`config.mk`:
```
export PLATFORM = sky130hd
export DESIGN_NAME = axi4lite_reg_file
export DESIGN_NICKNAME = d
export VERILOG_FILES = /design/src/rtl/axi4lite_reg_file.sv
export SDC_FILE = /design/constraint.sdc
export NUM_CORES = 1
export LEC_CHECK = 0
export ABC_CLOCK_PERIOD_IN_PS = 27700
export CELL_PAD_IN_SITES_DETAIL_PLACEMENT = 0
export CELL_PAD_IN_SITES_GLOBAL_PLACEMENT = 1
export CORE_UTILIZATION = 41
export DETAILED_ROUTE_END_ITERATION = 12
export GPL_TIMING_DRIVEN = 0
export PLACE_DENSITY_LB_ADDON = 0.1
export SLEW_MARGIN = 10
export SYNTH_ARGS = -nofsm -noshare
export SYNTH_HDL_FRONTEND = slang
export SYNTH_SLANG_ARGS = --single-unit
```
`constraint.sdc`:
```
create_clock -name aclk -period 27.7 [get_ports aclk]
set_clock_uncertainty 0.15 [all_clocks]
set_input_delay 6.925 -clock aclk [delete_from_list [all_inputs] [get_ports aclk]]
set_output_delay 6.925 -clock aclk [all_outputs]
set_load 0.05 [all_outputs]
```
`src/rtl/axi4lite_reg_file.sv`:
```
// AXI4-Lite slave register file: REG_COUNT word registers with byte-strobe
// writes, independent AW/W capture, one outstanding write and read response.
// Optional macro AXIL_REGFILE_ERR_RESP_EN: out-of-range accesses answer SLVERR.
module axi4lite_reg_file #(
  parameter int unsigned ADDR_WIDTH = 32,
  parameter int unsigned DATA_WIDTH = 32,
  parameter int unsigned REG_COUNT  = 16
) (
  input  logic                            aclk,
  input  logic                            areset,
  input  logic [ADDR_WIDTH-1:0]           s_axi_awaddr,
  input  logic                            s_axi_awvalid,
  output logic                            s_axi_awready,
  input  logic [2:0]                      s_axi_awprot,
  input  logic [DATA_WIDTH-1:0]           s_axi_wdata,
  input  logic [DATA_WIDTH/8-1:0]         s_axi_wstrb,
  input  logic                            s_axi_wvalid,
  output logic                            s_axi_wready,
  output logic [1:0]                      s_axi_bresp,
  output logic                            s_axi_bvalid,
  input  logic                            s_axi_bready,
  input  logic [ADDR_WIDTH-1:0]           s_axi_araddr,
  input  logic                            s_axi_arvalid,
  output logic                            s_axi_arready,
  input  logic [2:0]                      s_axi_arprot,
  output logic [DATA_WIDTH-1:0]           s_axi_rdata,
  output logic [1:0]                      s_axi_rresp,
  output logic                            s_axi_rvalid,
  input  logic                            s_axi_rready,
  output logic [REG_COUNT*DATA_WIDTH-1:0] regs_o,
  output logic [REG_COUNT-1:0]            wr_pulse_o
);

  localparam int unsigned STRB_W = DATA_WIDTH / 8;
  localparam int unsigned OFS    = $clog2(STRB_W);
  localparam int unsigned IDX_W  = (REG_COUNT > 1) ? $clog2(REG_COUNT) : 1;

  localparam logic [1:0] RESP_OKAY = 2'b00;
`ifdef AXIL_REGFILE_ERR_RESP_EN
  localparam logic [1:0] RESP_BAD  = 2'b10;
`else
  localparam logic [1:0] RESP_BAD  = 2'b00;
`endif

  logic [DATA_WIDTH-1:0] regs [REG_COUNT];
  logic [ADDR_WIDTH-1:0] aw_addr;
  logic                  aw_held;
  logic [DATA_WIDTH-1:0] w_data;
  logic [STRB_W-1:0]     w_strb;
  logic                  w_held;

  logic                  aw_hs;
  logic                  w_hs;
  logic                  ar_hs;
  logic                  commit;
  logic [IDX_W-1:0]      aw_idx;
  logic                  aw_in_range;
  logic [IDX_W-1:0]      ar_idx;
  logic                  ar_in_range;

  // Protection attributes carry no meaning for this register file.
  logic unused_ok;
  assign unused_ok = ^{s_axi_awprot, s_axi_arprot};

  assign s_axi_awready = !aw_held;
  assign s_axi_wready  = !w_held;
  assign s_axi_arready = !s_axi_rvalid || s_axi_rready;

  assign aw_hs  = s_axi_awvalid && s_axi_awready;
  assign w_hs   = s_axi_wvalid && s_axi_wready;
  assign ar_hs  = s_axi_arvalid && s_axi_arready;
  assign commit = aw_held && w_held && !s_axi_bvalid;

  // Word index decode; byte-offset bits are ignored, any high bit set is out of range.
  assign aw_idx      = IDX_W'(aw_addr >> OFS);
  assign aw_in_range = (aw_addr >> OFS) < ADDR_WIDTH'(REG_COUNT);
  assign ar_idx      = IDX_W'(s_axi_araddr >> OFS);
  assign ar_in_range = (s_axi_araddr >> OFS) < ADDR_WIDTH'(REG_COUNT);

  // Write address and data holding registers, released together on commit.
  always_ff @(posedge aclk or posedge areset) begin
    if (areset) begin
      aw_held <= 1'b0;
      aw_addr <= '0;
      w_held  <= 1'b0;
      w_data  <= '0;
      w_strb  <= '0;
    end else begin
      if (commit) begin
        aw_held <= 1'b0;
      end else if (aw_hs) begin
        aw_held <= 1'b1;
        aw_addr <= s_axi_awaddr;
      end
      if (commit) begin
        w_held <= 1'b0;
      end else if (w_hs) begin
        w_held <= 1'b1;
        w_data <= s_axi_wdata;
        w_strb <= s_axi_wstrb;
      end
    end
  end

  // Register array update with byte-strobe merge, plus the per-register write pulse.
  always_ff @(posedge aclk or posedge areset) begin
    if (areset) begin
      for (int i = 0; i < int'(REG_COUNT); i++) regs[i] <= '0;
      wr_pulse_o <= '0;
    end else begin
      wr_pulse_o <= '0;
      if (commit && aw_in_range) begin
        wr_pulse_o[aw_idx] <= 1'b1;
        for (int k = 0; k < int'(STRB_W); k++) begin
          if (w_strb[k]) regs[aw_idx][k*8 +: 8] <= w_data[k*8 +: 8];
        end
      end
    end
  end

  // Write response: raised on commit, held until accepted.
  always_ff @(posedge aclk or posedge areset) begin
    if (areset) begin
      s_axi_bvalid <= 1'b0;
      s_axi_bresp  <= RESP_OKAY;
    end else if (commit) begin
      s_axi_bvalid <= 1'b1;
      s_axi_bresp  <= aw_in_range ? RESP_OKAY : RESP_BAD;
    end else if (s_axi_bready) begin
      s_axi_bvalid <= 1'b0;
    end
  end

  // Read response: one cycle after the AR handshake, held while rready is low.
  always_ff @(posedge aclk or posedge areset) begin
    if (areset) begin
      s_axi_rvalid <= 1'b0;
      s_axi_rdata  <= '0;
      s_axi_rresp  <= RESP_OKAY;
    end else if (ar_hs) begin
      s_axi_rvalid <= 1'b1;
      s_axi_rdata  <= ar_in_range ? regs[ar_idx] : '0;
      s_axi_rresp  <= ar_in_range ? RESP_OKAY : RESP_BAD;
    end else if (s_axi_rready) begin
      s_axi_rvalid <= 1'b0;
    end
  end

  // Flat export of the register contents.
  for (genvar g = 0; g < int'(REG_COUNT); g++) begin : g_export
    assign regs_o[g*DATA_WIDTH +: DATA_WIDTH] = regs[g];
  end

endmodule
```
==> results of run 1 <==
==> cell type report <==
cell class	instances	area share, %
Sequential cell	630	40.9
Multi-Input combinational cell	1019	30.9
Timing Repair Buffer	671	17.7
Clock buffer	106	5.53
Tap cell	873	2.84
Buffer	128	1.38
Clock inverter	20	0.578
Inverter	5	0.0682
Antenna cell	7	0.0455
==> through the flow <==
step	cell area (um^2)	util, %	TNS (ns)
after global routing	38500	57.0	0
after CTS	38500	56.9	0
after global placement	36000	53.2	-2601.52
after detailed placement	36200	53.5	0
after floorplan	28200	-	0
final	38500	57.0	0
==> power groups by stage <==
stage	Combinational [mW]	Sequential, mW	Clock (mW)
after floorplan	0.236	1.03	0
after global placement	0.346	1.05	0
after detailed placement	0.358	1.05	0
after CTS	0.359	1.04	0.974
after global routing	0.387	1.05	1.01
final	0.360	1.04	0.956
==> cell families after synthesis <==
logic type	count (synthesis)
flip-flops	630
multiplexers	708
AND/OR/NAND/NOR	209
buffers and inverters	133
other	1
AO/OA/AOI/OAI	98
==> cells in the final DEF (no fill, tap or decap), drive strengths merged, types with 5 or more instances in the layout <==
cell type / instances
clkbuf: 189
nand2b: 5
clkdlybuf4s50: 664
nand4: 28
nor4: 50
inv: 9
diode: 7
nand3b: 10
nor2b: 7
buf: 52
clkinv: 9
nand2: 42
nand3: 8
or4: 5
dfrtp: 630
mux2: 577
a22oi: 62
and3: 9
a22o: 32
nor2: 34
mux4: 128
==> flip-flops by register name, summed over array words and instances (netlist names), 4 cells and up <==
name and cells:
regs_o 512, s_axi_rdata 32, w_data 32, aw_addr 30, wr_pulse_o 16, w_strb 4
==> how the worst max path moves through the flow <==
stage | start | end | slack [ns] | cells after the start
detailed placement | s_axi_rready | s_axi_arready | 12.21 | 3
global placement | areset | regs_o[172]$_DFFE_PP0P_ | -4.22 | 2
floorplan | areset | aw_addr[10]$_DFFE_PP0P_ | 2.98 | 1
CTS | s_axi_rready | s_axi_arready | 12.20 | 3
global route | s_axi_rready | s_axi_arready | 12.19 | 3
finish | s_axi_rready | s_axi_arready | 12.22 | 3
==> worst max-delay path, cell delays in order <==
cell and delay, ns:
clkdlybuf4s50_1 0.45, nand2b_1 0.14, clkdlybuf4s50_1 0.88
==> per-layer routing <==
metal  share of wire [%]  vias up  GRT usage (%)
li1                    -     8276              -
met3                 7.2      170           8.27
met4                 3.2        4           10.2
met5               0.022        -              0
met2                  50      724           50.0
met1                  40    10600           38.5
==> impl_results.md, run 1 <==
* TritonCTS clock tree: yes
* NumNets Final at 2639
* I/O Pins at 682
* Proportion of synthesized area in mux cells at 33.3%
* Pre-CTS WS at 12.21 ns
* RSZ-0062 raised after global routing: false
* Full die area at 0.0699 mm^2
* Worst-margin pin slew at 1.20 ns
* Final worst slack at 12.22 ns
* Die height at 264 um
* Max-slew headroom at 20.0%
* Synth Cell Area at 0.0282 mm^2
* Top_reg_cell synth: dfrtp_1
* Die outline width at 264 um
* Crit share post-route at 55.9%
* CP Capture Type: primary output
* Distinct cells, synth at 33
* Synth Area in Compound Gates at 2.73%
* Top cell type's share of synthesized area at 55.9%
* Min Tclk post-route at 15.48 ns
* Asr flop ratio synth at 100%
* Worst r2r src: aw_addr[16]$_DFFE_PP0P_
* Sequential power share at 44.2%
* Synthesized flop and latch total at 630
* Combinational power share at 15.3%
* Detailed Route Iter0 Violations at 1353
* First-pass GRT wire length at 152000 um
* Hold slack at 0.351 ns
* Largest area contributor in the netlist: dfrtp_1
* Overall Power at 2.36 mW
* Int Pwr at 1.65 mW
* GRT Total Usage at 30.3%
* Max Cap Violations at 0
* # placed instances at 3326
* Sw Ratio at 29.8%
* Largest family of logic cells by synthesized area: multiplexers
* Hold Buf Count CTS at 0
* Commonest cells in the netlist: dfrtp_1, mux2_2, mux4_2, clkbuf_1, a22oi_1
* Post_cts resized at 0
* Total CTS buffers at 71
* FF-to-FF path depth at 6
* Startpoint type of the worst setup path: input pin
* Final ANT Viol Nets at 0
* Worst hold path depth at 1
* Via density at 5.72
* CP Class: input pin to primary output
* Static Leak at 17.4 nW
* Post-Synth Adder-Cell Area at 0%
* Setup slack, reg-to-reg at 23.85 ns
* Worst Hold End: s_axi_rdata[0]$_DFFE_PP0P_
* Placer congestion estimate at 0.867
* YS warnings at 0
* Grt total ovfl at 0
* Slew Limit Fails at 0
* Setup Viol. Count Final at 0
* Non-Filler Instances at 3459
* Routed vias at 19.8k
* Clock Latency Late Sink at 0.61 ns
* Initial antenna violation count at 9
* Number of remaining DRC errors at 0
* PortBufs at 664
* Area of the multi-input gates at 0.0119 mm^2
* Seq/Total Area, Yosys at 55.9%
* Clk slew on worst S/H paths at 0.05 ns
* Worst hold path type: flop to flop
* Clk pwr share at 40.6%
* Count leader, synth: dfrtp_1
* H-tree levels at 3
* Initial Utilization at 41.7%
* Post-Synth Simple-Gate Area at 6.09%
* Max IR drop VDD at 0.0457 mV
* Status: finished, final reports clean
* Post-Synthesis Cells at 1779
* Required time of the worst setup path at 20.63 ns
* Fin. Hold Viols at 0
* Post-DP HPWL at 77600 um
* Worst Hold Launch: s_axi_rdata[0]$_DFFE_PP0P_
* Core area at 0.0676 mm^2
* Maximum fanout along the worst path at 3
* Syn Area/Cell at 15.9 um^2
* Area added between synthesis and finish at 36.5%
* FF-to-FF End: regs_o[42]$_DFFE_PP0P_
* CTS Root Cell: clkbuf_16
* Register area at 0.0158 mm^2
* Post-Route WL at 106000 um
* Sink Count at 630
* # fillers at 5418
* Critical Path AT at 8.40 ns
* Number of synthesized flops with an enable pin at 0
* Drt wl/cell at 30.7 um
* Clk buf depth at 3
* Largest net degree at the start of global routing at 120
* Area contributors post-synth: dfrtp_1, mux2_2, mux4_2
* Sw power at 0.702 mW
* Pwr Density at 61.2 mW/mm^2
* Total setup buffers inserted after CTS at 0
* Number of global-route vias before repair at 20.5k
* Xor/xnor cell area share of the yosys netlist at 0%
* Peak Freq at 64.6 MHz
* Share of layout cells above drive strength 1 at 34.7%
* Site Rows at 95
* Pre-Repair DR Iteration Count at 5
No activity file was read; power rests on OpenSTA's default activity.
==> run 2, diff against run 1 <==
--- a/config.mk
+++ b/config.mk
@@ -5,7 +5,7 @@
 export SDC_FILE = /design/constraint.sdc
 export NUM_CORES = 1
 export LEC_CHECK = 0
-export ABC_CLOCK_PERIOD_IN_PS = 27700
+export ABC_CLOCK_PERIOD_IN_PS = 14400
 export CELL_PAD_IN_SITES_DETAIL_PLACEMENT = 0
 export CELL_PAD_IN_SITES_GLOBAL_PLACEMENT = 1
 export CORE_UTILIZATION = 41
==> constraint.sdc (replaced) <==
create_clock -name aclk -period 14.4 [get_ports aclk]
set_clock_uncertainty 0.15 [all_clocks]
set_input_delay 3.6 -clock aclk [delete_from_list [all_inputs] [get_ports aclk]]
set_output_delay 3.6 -clock aclk [all_outputs]
set_load 0.05 [all_outputs]
==> run 2 against run 1 <==
  * Core utilization up 0.19 points
  * Cell area rose by 0.34%
  * Critical path depth unchanged
  * First-iteration DRC count is 0.74% higher
  * Global-route usage is 0.23 points higher
  * Sequential share of layout area decreased by 0.14 points
  * Highest routed layer unchanged
  * Largest power group unchanged
  * Clock power increased by 87%
  * Non-clock buffer count grew 13
  * Clock-buffer cell count is 5 higher
  * Sequential power increased by 92%
  * Worst hold slack better by 0.0022 ns
  * Largest cell class unchanged
==> impl_results.md, run 2 (same netlist as run 1, synthesis figures left out) <==
* Initial antenna violation count at 5 (-4)
* Largest stage delay on the critical path at 0.81 ns (-0.07 ns)
* GRT Total Usage at 30.5% (+0.23 points)
* Post-Layout Inst Area at 0.0387 mm^2 (+0.34%)
* Pwr Density at 116 mW/mm^2 (+90%)
* Worst hold path depth at 1 (unchanged)
* PortBufs at 664 (unchanged)
* Startpoint type of the worst setup path: input pin
* Sink Count at 630 (unchanged)
* Site Rows at 95 (unchanged)
* Maximum fanout along the worst path at 3 (unchanged)
* Setup Viol. Count Final at 0 (unchanged)
* Post_cts resized at 0 (unchanged)
* Sequential power share at 44.6% (+0.4 points)
* Die height at 264 um (unchanged)
* Total setup buffers inserted after CTS at 0 (unchanged)
* Post-DP HPWL at 79100 um (+1.9%)
* Total CTS buffers at 71 (unchanged)
* Max-slew headroom at 15.2% (-4.8 points)
* Pre-Repair DR Iteration Count at 5 (unchanged)
* Worst Hold End: s_axi_rdata[12]$_DFFE_PP0P_
* Sw power at 1.33 mW (+90%)
* Via density at 5.74 (+0.20%)
* Most frequent cells in the layout: clkdlybuf4s50_1, dfrtp_1, mux2_2
* FF-to-FF path depth at 6 (unchanged)
* I/O Pins at 682 (unchanged)
* Leading cell type in the layout, fill and taps excluded: clkdlybuf4s50_1
* Routed vias at 19.9k (+0.34%)
* Worst r2r src: aw_addr[16]$_DFFE_PP0P_
* Worst Hold Launch: s_axi_rdata[12]$_DFFE_PP0P_
* Clock Latency Late Sink at 0.60 ns (about the same)
* # fillers at 5494 (+1.4%)
* Fin. Hold Viols at 0 (unchanged)
* Critical Path, Cell by Cell: clkdlybuf4s50_1, nand2b_1, clkdlybuf4s50_1
* Int Pwr at 3.16 mW (+91%)
* Clk pwr share at 39.8% (-0.8 points)
* NumNets Final at 2652 (+0.49%)
* Full die area at 0.0699 mm^2 (unchanged)
* Worst hold path type: flop to flop
* CP Class: input pin to primary output
* CP Capture Type: primary output
* Crit-path slowest cell: clkdlybuf4s50_1
* Worst-margin pin slew at 1.27 ns (+0.0717 ns)
* Share of layout cells above drive strength 1 at 34.8% (+0.047 points)
* H-tree levels at 3 (unchanged)
* Die outline width at 264 um (unchanged)
* Clk slew on worst S/H paths at 0.06 ns (about the same)
* CP most frequent cell: clkdlybuf4s50_1
* Max Cap Violations at 0 (unchanged)
* Detailed Route Iter0 Violations at 1363 (+0.74%)
* CP Buf/Inv Count at 2 (unchanged)
* Combinational power share at 15.6% (+0.3 points)
* Setup slack, reg-to-reg at 10.61 ns (-13.24 ns)
* Post-Route WL at 107000 um (+0.40%)
* Sw Ratio at 29.7% (-0.11 points)
* Critical Path AT at 4.99 ns (-3.41 ns)
* Placer congestion estimate at 0.888 (+2.4%)
* Final ANT Viol Nets at 0 (unchanged)
* Top delay family on crit path: buffers and inverters
* TritonCTS clock tree: yes
* Number of global-route vias before repair at 20.8k (+1.4%)
* Fin util at 57.2% (+0.19 points)
* Clk buf depth at 3 (unchanged)
* Area added between synthesis and finish at 37.0%
* RSZ-0062 raised after global routing: false
* Required time of the worst setup path at 10.65 ns (-9.98 ns)
* Min Tclk post-route at 8.74 ns
* Hold Buf Count CTS at 0 (unchanged)
* Drt wl/cell at 30.8 um (+0.26%)
* Post-route setup TNS at 0 ns (unchanged)
* Max IR drop VDD at 0.0873 mV (+91%)
* Crit share post-route at 60.7%
* Peak Freq at 114 MHz
* CTS Root Cell: clkbuf_16
* Status: finished, final reports clean
* First-pass GRT wire length at 153000 um (+0.54%)
* Placed cell areas at 0.0364 mm^2 (+0.59%)
* Largest net degree at the start of global routing at 40 (-67%)
* Max reg flops at 512 (unchanged)
* Static Leak at 17.5 nW (+0.37%)
* Hold slack at 0.354 ns (+0.00215 ns)
* FF-to-FF End: regs_o[106]$_DFFE_PP0P_
* Number of remaining DRC errors at 0 (unchanged)
* Slew Limit Fails at 0 (unchanged)
* Core area at 0.0676 mm^2 (unchanged)
* Initial Utilization at 41.7% (unchanged)
* Grt total ovfl at 0 (unchanged)
* Overall Power at 4.49 mW (+90%)
==> run 2: cell types whose count changed in the layout (fill, tap and decap cells not counted), moves of 2 or more <==
cell and delta:
buf_12 +19, buf_16 -6, bufinv_16 -2, clkbuf_1 +5, clkinv_2 -4, clkinvlp_4 -2, diode_2 -3, inv_6 -2
==> run 2: cell type report <==
class                   count  area (um^2)  share of cell area [%]
flip-flops and latches    630        15800                    40.8
multi-input cells        1019        11900                    30.8
repair buffers            684         7030                    18.2
clock buffers             111         2160                    5.59
well taps                 873         1090                    2.83
plain buffers             128          534                    1.38
clock inverters            10          119                   0.307
inverters                   5         22.5                  0.0583
diodes                      4         10.0                  0.0259
==> run 2: through the flow <==
| stage | setup slack [ns] | cells |
|---|---|---|
| final | 5.66 | 3464 |
| after global routing | 5.63 | 3463 |
| after CTS | 5.66 | 3460 |
| after global placement | -1.83 | 3319 |
| after floorplan | 2.05 | 1782 |
| after detailed placement | 5.66 | 3339 |
==> run 2: how the worst max path moves through the flow <==
stage	from	cells past startpoint	slack (ns)	endpoint
2_1_floorplan	areset	1	2.05	aw_addr[10]$_DFFE_PP0P_
3_3_place_gp	areset	2	-1.83	regs_o[237]$_DFFE_PP0P_
3_5_place_dp	s_axi_rready	3	5.66	s_axi_arready
4_1_cts	s_axi_rready	3	5.66	s_axi_arready
5_1_grt	s_axi_rready	3	5.63	s_axi_arready
6_report	s_axi_rready	3	5.66	s_axi_arready
==> run 2: power groups by stage <==
stage / sequential, mW / clock (mW) / combinational (mW)
floorplan: 1.99 / 0 / 0.455
global placement: 2.02 / 0 / 0.669
detailed placement: 2.02 / 0 / 0.699
CTS: 1.99 / 1.82 / 0.701
global route: 2.02 / 1.89 / 0.754
finish: 2.00 / 1.79 / 0.701
==> run 2: per-layer routing <==
metal  share of wire, %  routed length, um  GRT usage [%]  vias to the layer above
li1                   -                  -              -                     8283
met1                 40              43000           38.7                    10700
met2                 49              52200           50.3                      683
met3                6.8               7210           8.10                      177
met4                3.9               4150           11.0                        6
met5              0.033                 35              0                        -
==> run 2: worst register-to-register path, stage by stage, from the launching register on <==
cell and delay, ns:
dfrtp_1 0.38, nor4_1 0.49, and4_1 0.38, buf_2 0.25
clkbuf_1 0.42, nand4_1 0.97, mux2_2 0.63
